===== config.mk =====
export PLATFORM = sky130hd
export DESIGN_NAME = nn_mac_engine
export DESIGN_NICKNAME = d
export VERILOG_FILES = /design/src/rtl/nn_pkg.sv /design/src/rtl/nn_mac_sat.sv /design/src/rtl/nn_mac_engine.sv
export SDC_FILE = /design/constraint.sdc
export NUM_CORES = 2
export LEC_CHECK = 0
export BUFFER_PORTS_ARGS = -buffer_cell sky130_fd_sc_hd__buf_4
export CORE_MARGIN = 2
export CORE_UTILIZATION = 30
export CTS_CLUSTER_DIAMETER = 200
export CTS_CLUSTER_SIZE = 14
export DETAILED_ROUTE_END_ITERATION = 6
export PLACE_DENSITY_LB_ADDON = 0.3
export SYNTH_ARGS = -nofsm -noshare
export SYNTH_HDL_FRONTEND = slang
export SYNTH_HIERARCHICAL = 1
export SYNTH_SLANG_ARGS = --single-unit
export TNS_END_PERCENT = 5

===== constraint.sdc =====
create_clock -name clk -period 9.6 [get_ports clk]
set_clock_uncertainty 0.05 [all_clocks]
set_input_delay 0.48 -clock clk [delete_from_list [all_inputs] [get_ports clk]]
set_output_delay 0.48 -clock clk [all_outputs]
set_load 0.01 [all_outputs]

===== src/rtl/nn_pkg.sv =====
// Shared constants, map sizing and FSM state for the NN MAC engine.
package nn_pkg;

  localparam int N_IN_D  = 6;
  localparam int N_HID_D = 7;
  localparam int N_OUT_D = 3;
  localparam int W_ACT_D = 12;
  localparam int W_WGT_D = 12;
  localparam int W_ACC_D = 26;

  typedef enum logic [1:0] {
    S_IDLE,
    S_HID,
    S_OUT,
    S_DONE
  } state_t;

  function automatic int map_size(input int ni, input int nh, input int no);
    return nh * (ni + 1) + no * (nh + 1);
  endfunction

  function automatic int wa_w(input int ni, input int nh, input int no);
    return $clog2(map_size(ni, nh, no));
  endfunction

  function automatic longint sat_max(input int w);
    return (longint'(1) << (w - 1)) - 1;
  endfunction

  function automatic longint sat_min(input int w);
    return -(longint'(1) << (w - 1));
  endfunction

endpackage


===== src/rtl/nn_mac_sat.sv =====
// Signed multiply-accumulate with clear and saturation at W_ACC limits.
module nn_mac_sat import nn_pkg::*; #(
  parameter int W_A   = 12,
  parameter int W_B   = 13,
  parameter int W_ACC = 26
) (
  input  logic                    clk,
  input  logic                    rst,
  input  logic                    en,
  input  logic                    clr,
  input  logic signed [W_A-1:0]   a,
  input  logic signed [W_B-1:0]   b,
  output logic signed [W_ACC-1:0] acc_nxt
);

  localparam int W_P = W_A + W_B;
  localparam int W_S = ((W_P > W_ACC) ? W_P : W_ACC) + 1;
  localparam logic signed [W_S-1:0] SMAX = W_S'(sat_max(W_ACC));
  localparam logic signed [W_S-1:0] SMIN = W_S'(sat_min(W_ACC));

  logic signed [W_ACC-1:0] acc;
  logic signed [W_P-1:0]   prod;
  logic signed [W_S-1:0]   base;
  logic signed [W_S-1:0]   sum;

  // clr starts a new node: the first term replaces the old sum
  always_comb begin
    prod = a * b;
    base = clr ? '0 : W_S'(acc);
    sum  = W_S'(prod) + base;
    if (sum > SMAX) begin
      acc_nxt = W_ACC'(SMAX);
    end else if (sum < SMIN) begin
      acc_nxt = W_ACC'(SMIN);
    end else begin
      acc_nxt = W_ACC'(sum);
    end
  end

  always_ff @(posedge clk) begin
    if (rst) begin
      acc <= '0;
    end else if (en) begin
      acc <= acc_nxt;
    end
  end

endmodule


===== src/rtl/nn_mac_engine.sv =====
// Two-layer binary-input NN inference on one shared saturating MAC.
// Optional NN_HID_OBS_EN adds the hid_lvl activation level outputs.
module nn_mac_engine import nn_pkg::*; #(
  parameter int N_IN  = N_IN_D,
  parameter int N_HID = N_HID_D,
  parameter int N_OUT = N_OUT_D,
  parameter int W_ACT = W_ACT_D,
  parameter int W_WGT = W_WGT_D,
  parameter int W_ACC = W_ACC_D
) (
  input  logic                           clk,
  input  logic                           rst,
  input  logic                           start,
  input  logic [N_IN-1:0]                in_vec,
  input  logic                           wr_en,
  input  logic [wa_w(N_IN,N_HID,N_OUT)-1:0] wr_addr,
  input  logic signed [W_WGT-1:0]        wr_data,
  output logic                           busy,
  output logic                           valid,
  output logic [$clog2(N_OUT)-1:0]       move,
  output logic [W_ACC-1:0]               score
`ifdef NN_HID_OBS_EN
  ,
  output logic [N_HID*4-1:0]             hid_lvl
`endif
);

  localparam int MS   = map_size(N_IN, N_HID, N_OUT);
  localparam int WA_W = wa_w(N_IN, N_HID, N_OUT);
  localparam int KMAX = (N_IN > N_HID) ? N_IN : N_HID;
  localparam int KW   = $clog2(KMAX + 1);
  localparam int NMAX = (N_HID > N_OUT) ? N_HID : N_OUT;
  localparam int NW   = $clog2(NMAX);
  localparam int MW   = $clog2(N_OUT);
  localparam logic [W_ACC-1:0] ACT_MAX =
    W_ACC'((longint'(1) << W_ACT) - 1);

  logic signed [W_WGT-1:0] wmem [MS];

  state_t                  state;
  logic [WA_W-1:0]         addr;
  logic [KW-1:0]           k;
  logic [KW-1:0]           km1;
  logic [NW-1:0]           nd;
  logic [N_IN-1:0]         in_lat;
  logic [W_ACT-1:0]        act [N_HID];
  logic [W_ACC-1:0]        best_val;
  logic [MW-1:0]           best_idx;

  logic                    xin;
  logic [W_ACT-1:0]        asel;
  logic signed [W_WGT-1:0] wgt;
  logic signed [W_ACT:0]   opb;
  logic signed [W_ACC-1:0] acc_nxt;
  logic [W_ACC-1:0]        relu;
  logic [W_ACT-1:0]        act_v;
  logic                    mac_en;
  logic                    k_last;
  logic                    nd_last;
  logic                    gt;

`ifdef NN_HID_OBS_EN
  function automatic logic [3:0] lvl(input logic [W_ACT-1:0] a);
    logic [W_ACT-1:0] q;
    q = a / W_ACT'(60);
    return (q > W_ACT'(12)) ? 4'd12 : q[3:0];
  endfunction
`endif

  always_ff @(posedge clk) begin
    if (!rst && wr_en && !busy &&
        ((WA_W+1)'(wr_addr) < (WA_W+1)'(MS))) begin
      wmem[wr_addr] <= wr_data;
    end
  end

  // the map is laid out in term order, so one counter walks it
  always_comb begin
    wgt  = wmem[addr];
    km1  = k - KW'(1);
    xin  = 1'b0;
    asel = '0;
    for (int i = 0; i < N_IN; i++) begin
      if (km1 == KW'(i)) xin = in_lat[i];
    end
    for (int i = 0; i < N_HID; i++) begin
      if (km1 == KW'(i)) asel = act[i];
    end
    if (k == '0) begin
      opb = (W_ACT+1)'(1);
    end else if (state == S_HID) begin
      opb = {{W_ACT{1'b0}}, xin};
    end else begin
      opb = {1'b0, asel};
    end
  end

  always_comb begin
    mac_en  = (state == S_HID) || (state == S_OUT);
    k_last  = (state == S_HID) ? (k == KW'(N_IN)) : (k == KW'(N_HID));
    nd_last = (state == S_HID) ? (nd == NW'(N_HID - 1))
                               : (nd == NW'(N_OUT - 1));
    relu    = acc_nxt[W_ACC-1] ? '0 : acc_nxt;
    act_v   = (relu > ACT_MAX) ? '1 : relu[W_ACT-1:0];
    gt      = relu > best_val;
  end

  nn_mac_sat #(
    .W_A   (W_WGT),
    .W_B   (W_ACT + 1),
    .W_ACC (W_ACC)
  ) u_mac (
    .clk     (clk),
    .rst     (rst),
    .en      (mac_en),
    .clr     (k == '0),
    .a       (wgt),
    .b       (opb),
    .acc_nxt (acc_nxt)
  );

  always_ff @(posedge clk) begin
    if (rst) begin
      state    <= S_IDLE;
      busy     <= 1'b0;
      valid    <= 1'b0;
      move     <= '0;
      score    <= '0;
      addr     <= '0;
      k        <= '0;
      nd       <= '0;
      in_lat   <= '0;
      best_val <= '0;
      best_idx <= '0;
      for (int i = 0; i < N_HID; i++) act[i] <= '0;
`ifdef NN_HID_OBS_EN
      hid_lvl  <= '0;
`endif
    end else begin
      valid <= 1'b0;
      unique case (state)
        S_IDLE: begin
          if (start) begin
            state    <= S_HID;
            busy     <= 1'b1;
            addr     <= '0;
            k        <= '0;
            nd       <= '0;
            in_lat   <= in_vec;
            best_val <= '0;
            best_idx <= '0;
          end
        end
        S_HID: begin
          addr <= addr + WA_W'(1);
          if (k_last) begin
            k <= '0;
            for (int i = 0; i < N_HID; i++) begin
              if (nd == NW'(i)) begin
                act[i] <= act_v;
`ifdef NN_HID_OBS_EN
                hid_lvl[i*4 +: 4] <= lvl(act_v);
`endif
              end
            end
            if (nd_last) begin
              nd    <= '0;
              state <= S_OUT;
            end else begin
              nd <= nd + NW'(1);
            end
          end else begin
            k <= k + KW'(1);
          end
        end
        S_OUT: begin
          addr <= addr + WA_W'(1);
          if (k_last) begin
            k <= '0;
            if (gt) begin
              best_val <= relu;
              best_idx <= MW'(nd);
            end
            if (nd_last) begin
              nd    <= '0;
              state <= S_DONE;
              valid <= 1'b1;
              move  <= gt ? MW'(nd) : best_idx;
              score <= gt ? relu : best_val;
            end else begin
              nd <= nd + NW'(1);
            end
          end else begin
            k <= k + KW'(1);
          end
        end
        S_DONE: begin
          state <= S_IDLE;
          busy  <= 1'b0;
        end
      endcase
    end
  end

endmodule


==> Word-level counts from Yosys, hierarchy flattened <==
Memory sizes are Yosys's and may differ from the RTL's. A register that Yosys moved wholly into a read port is not among the register bits.
Index checks and enable logic that the tools add are counted.
{ "totals": {"register_bits": 105, "ramBits": 960, "memories": 2} }
{ "op_classes": {"add_sub_neg": 5, "n_mul": 1, "mux": 95, "n_bitwise": 9, "magnitude_cmp": 5, "n_eq_ne": 23, "reduce_logical": 22} }
{ "memory_table": {"columns": ["memory", "depth", "word_bits", "read_ports", "rd_ports_with_merged_regs", "write_ports", "line", "text"], "rows": [
  ["wmem", 73, 12, 1, 1, 1, "nn_mac_engine.sv:38", "logic signed [W_WGT-1:0] wmem [MS];"],
  ["act", 7, 12, 7, 0, 7, "nn_mac_engine.sv:46", "logic [W_ACT-1:0] act [N_HID];"]
]} }
{ "ops": {"columns": ["operator", "n"], "rows": [
  ["two-way mux 12 bit", 17],
  ["two-way mux 26 bit", 5],
  ["one-hot mux 26 bit (2 select lines)", 1],
  ["two-way mux 1 bit", 49],
  ["adder 25 x 27 -> 27 bit", 1],
  ["greater-than comparator 27 x 26 -> 1 bit (second input constant)", 1],
  ["less-than comparator 27 x 26 -> 1 bit (second input constant)", 1],
  ["two-way mux 27 bit", 1],
  ["greater-than comparator 25 x 26 -> 1 bit", 1],
  ["greater-than comparator 25 x 12 -> 1 bit (second input constant)", 1],
  ["multiplier 12 x 13 -> 25 bit", 1],
  ["two-way mux 25 bit", 1],
  ["== test 3 bit (second input constant)", 8],
  ["two-way mux 7 bit", 3],
  ["two-way mux 2 bit", 8],
  ["one-hot mux 7 bit (2 select lines)", 1],
  ["== test 3 x 2 -> 1 bit (second input constant)", 4],
  ["two-way mux 3 bit", 4],
  ["one-hot mux 3 bit (2 select lines)", 2],
  ["inequality test 2 bit (second input constant)", 5],
  ["zero test 3 bit", 3],
  ["AND reduction 3 bit", 3],
  ["one-hot mux 2 bit (4 select lines)", 1],
  ["adder 7 x 1 -> 7 bit (second input constant)", 1],
  ["other kinds (20)", 37]
]} }

==> Logic depth before layout (Yosys ltp) <==
{ "logic_depth": {"ltp_word": 21, "ltp_mapped": 48, "mapped_depth_nobuf": 42} }

==> Hierarchy <==
The synthesis kept the hierarchy.
{ "by_module_without_submodules": {"columns": ["module", "cells_per_inst", "area_each_um2", "n_inst"], "rows": [
  ["nn_mac_engine", 2271, 41852.6, 1],
  ["nn_mac_sat", 878, 8197.9, 1]
]} }

==> Least setup slack after synthesis <==
Ideal clock, no wire load.
{ "synth_timing": {"path_type": "register to register", "start": "register (tool-made name)", "end": "register best_val[15]", "setup_time_ns": 0.059, "required_time_ns": 9.491, "t_arrival_ns": 10.173, "setup_slack_ns": -0.682, "stages_incl_launch_ff": 40, "path_buffers": 9, "path_cell_list": "dfxtp_1 > buf_2 > buf_2 > buf_2 > mux4_2 > mux4_2 > mux2_2 > nand2_1 > o221ai_1 > clkbuf_1 > and2_1 > fa_1 > inv_1 > fa_1 > inv_1 > fa_1 > fa_1 > fa_1 > [4 not listed] > a211oi_4 > a21oi_2 > xnor2_4 > inv_2 > buf_6 > clkbuf_1 > clkbuf_1 > nor2b_1 > ha_1 > o21ai_0 > o221ai_1 > and3_1 > o311a_2 > nor3_1 > o21ba_2 > buf_2 > clkbuf_1 > a22o_1"} }
{ "synth_rtl": {"columns": ["item", "line", "text"], "rows": [
  ["end signal, assigned", "nn_mac_engine.sv:181", "best_val <= relu;"],
  ["end, declared", "nn_mac_engine.sv:47", "logic [W_ACC-1:0] best_val;"]
]} }

==> results_dict.tcl <==
set metrics [dict create \
    die_x_um 412 \
    initial_core_util_pct 30.3 \
    vias 27900 \
    finalMaxSlewViolations 0 \
    required_ns 10.17 \
    placementRows 149 \
    drt_iter0_markers 2428 \
    cp_slowest_cell "mux4_2" \
    rrSetupSlack_ns -0.48 \
    worst-r2r-cell-count 39 \
    seq_area_um2 31100 \
    antenna_cells 0 \
    crit_path_end_kind "flop" \
    relSlewSlack_pct 15.6 \
    clkSinkCount 1072 \
    synth_cell_types 73 \
    cts_inserted_buffers 86 \
    post-route-period-util_pct 105 \
    hold_ws_ns 0.0643 \
    vias_per_cell 4.82 \
    numPortBuffers 58 \
    avgSynthCellArea_um2 15.9 \
    tns_ns -28.23 \
    run_status "complete, but fails checks" \
    rsz0062_at_grt "true" \
    reg2reg_to "best_idx[1]" \
    synth_flop_cell "edfxtp_1" \
    syn_to_final_growth_pct 20.0 \
    cp_common_cell "fa_1" \
    critPathKind "flop to flop" \
    core_area_um2 165000 \
    wl_um 128000 \
    yosysSeqAreaShare_pct 62.1 \
    max-clock-path-buffers 3 \
    first_global_vias 28500 \
    root_buffer "clkbuf_16" \
    gp_congestion 0.793 \
    maxCapViolations 0 \
    layout-drive-gt1-share_pct 28.8 \
    hold_path.class "input port to flop" \
    postRouteAntennaNets 0 \
    worstPathMaxFanout 8 \
    clock_latency_ns 0.72 \
    io_pins 59 \
    crit_path_max_incr_delay_ns 0.57 \
    die_area_um2 170000 \
    cts_tree "built" \
    max_freq_ghz 0.0992 \
    fin_util_pct 36.3 \
    syn_area_um2 50100 \
    gr-usage-all-layers_pct 14.9 \
    yosys_warnings 6 \
    antenna_found_initial 3 \
    die_h_um 412 \
    grt_max_degree 74 \
    crit_end "best_idx[1]" \
    violations "design-rule violations, negative setup slack" \
    synth_edf_count 960 \
    multi_input_area_um2 18300 \
    report.final.setup_viol 119 \
    postSynthCellCount 3149 \
    period_needed_ns 10.08 \
    worst-slew-pin-transition_ns 1.26 \
    grt_overflow 0 \
    drc 6 \
    crit_arrival_ns 10.65 \
    clk_pin_slew_ns 0.07 \
    finalHoldViolations 0 \
    wire_per_inst_um 22.0 \
    fillers 15600 \
    dr.pass1.iters 7 \
    grt_pass1_wl_um 189000 \
    synthArstFlopShare_pct 0 \
    hpwl_um 83200 \
    critPathLaunchType "flop" \
    nNetsFinal 3897 \
    htreeDepth 3 \
    synth_seq_cells 1072 \
    setup_slack_ns -0.483 \
]
==> cell usage after synthesis, drive strengths merged, types with 14 or more instances <==
library cell	instances	share of area, %
a211oi	60	1.0
a21oi	68	0.69
a22o	38	0.66
and2	76	0.95
buf	55	0.63
clkbuf	113	0.85
dfxtp	112	4.5
edfxtp	960	58
fa	182	7.3
ha	111	2.8
inv	203	1.5
maj3	17	0.36
mux2i	71	1.4
mux4	246	11
nand2	175	1.3
nand2b	25	0.31
nand3	27	0.27
nor2	283	2.1
nor2b	59	0.75
nor3	26	0.27
o21ai	59	0.60
xnor2	24	0.46
xor2	14	0.24
==> worst max-delay path: cells and delay by family, from the launching register on <==
kind | cells | cell delay [ns]
compound gates | 8 | 1.48
fa+ha+maj | 9 | 3.52
xor+xnor | 1 | 0.32
simple gates | 7 | 1.32
buf+inv | 12 | 1.77
flops | 1 | 0.41
mux | 2 | 1.09
==> cell usage in the layout, fill, tap and decap left out, types with 17 or more instances in the layout <==
| cell type | count |
|---|---|
| ha_1 | 94 |
| buf_4 | 422 |
| mux4_2 | 246 |
| nand2_1 | 167 |
| fa_1 | 175 |
| a211oi_2 | 17 |
| nand2b_1 | 25 |
| edfxtp_1 | 960 |
| o21ai_0 | 38 |
| nand3_1 | 26 |
| nor2_2 | 20 |
| clkbuf_1 | 32 |
| dfxtp_1 | 106 |
| clkbuf_16 | 91 |
| and2_1 | 71 |
| nor2_1 | 261 |
| xnor2_1 | 22 |
| mux2i_1 | 66 |
| a22o_1 | 38 |
| inv_1 | 200 |
| nor3_1 | 22 |
| nor2b_1 | 38 |
| a21oi_1 | 50 |
| a211oi_1 | 42 |
| buf_12 | 40 |
==> routing by layer <==
layer	global-route usage [%]	part of all wire, %	up-vias
met5	0	0	-
met4	3.62	2.4	0
met2	24.3	48	715
met1	20.5	44	14500
li1	-	-	12600
met3	2.77	5.3	178
==> state kept, by name, indices dropped and copies added, names as in the netlist, named ones only <==
name       cells
score         26
addr           7
in_lat         6
act           84
busy           1
u_mac/acc     26
wmem         876
state          2
valid          1
k              3
best_val      26
nd             3
best_idx       2
move           2
==> how the worst min path moves through the flow <==
| stage | start | end | slack, ns | cells after the start |
|---|---|---|---|---|
| after detailed placement | in_lat[3] | in_lat[3] | 0.41 | 2 |
| after global placement | in_lat[3] | in_lat[3] | 0.40 | 2 |
| final | start | in_lat[4] | 0.06 | 3 |
| after floorplan | in_lat[0] | in_lat[0] | 0.39 | 2 |
| after global routing | start | in_lat[5] | 0.03 | 3 |
| after CTS | start | in_lat[4] | 0.002 | 3 |
==> through the flow <==
stage               cells  instance area, µm²  setup slack (ns)
global route         5803               60100            -0.798
CTS                  5771               59300            -0.449
finish               5803               60100            -0.483
floorplan            3151               50400          -0.00145
global placement     5603               55900            -0.627
detailed placement   5603               55900            -0.728
==> timing repair <==
action | 4_1_cts | 5_1_grt
buffers inserted | 26 | 27
setup endpoints to repair | 139 | 139
gates resized for setup | 100 | 102
hold buffers | 8 | 0
pin swaps | 38 | 44
hold endpoints to repair | 6 | 0
gates cloned | 7 | 5
==> final cells by class <==
type / instances / share of cell area, %
repair buffers: 503 / 7.79
inverters: 204 / 1.28
well taps: 2189 / 4.56
clock buffers: 120 / 3.85
multi-input cells: 1708 / 30.5
clock inverters: 7 / 0.256
flip-flops and latches: 1072 / 51.8
==> kinds of logic after synthesis <==
family / synth area share, %
flops: 62.1
simple gates: 6.57
buf+inv: 3.01
mux: 12.7
compound gates: 4.51
fa+ha+maj: 10.4
xor+xnor: 0.702
other cells: 0.00749
Power is left out: the tool's default activity adds up to more than one toggle a clock period on the data nets, which glitch-free logic cannot reach.
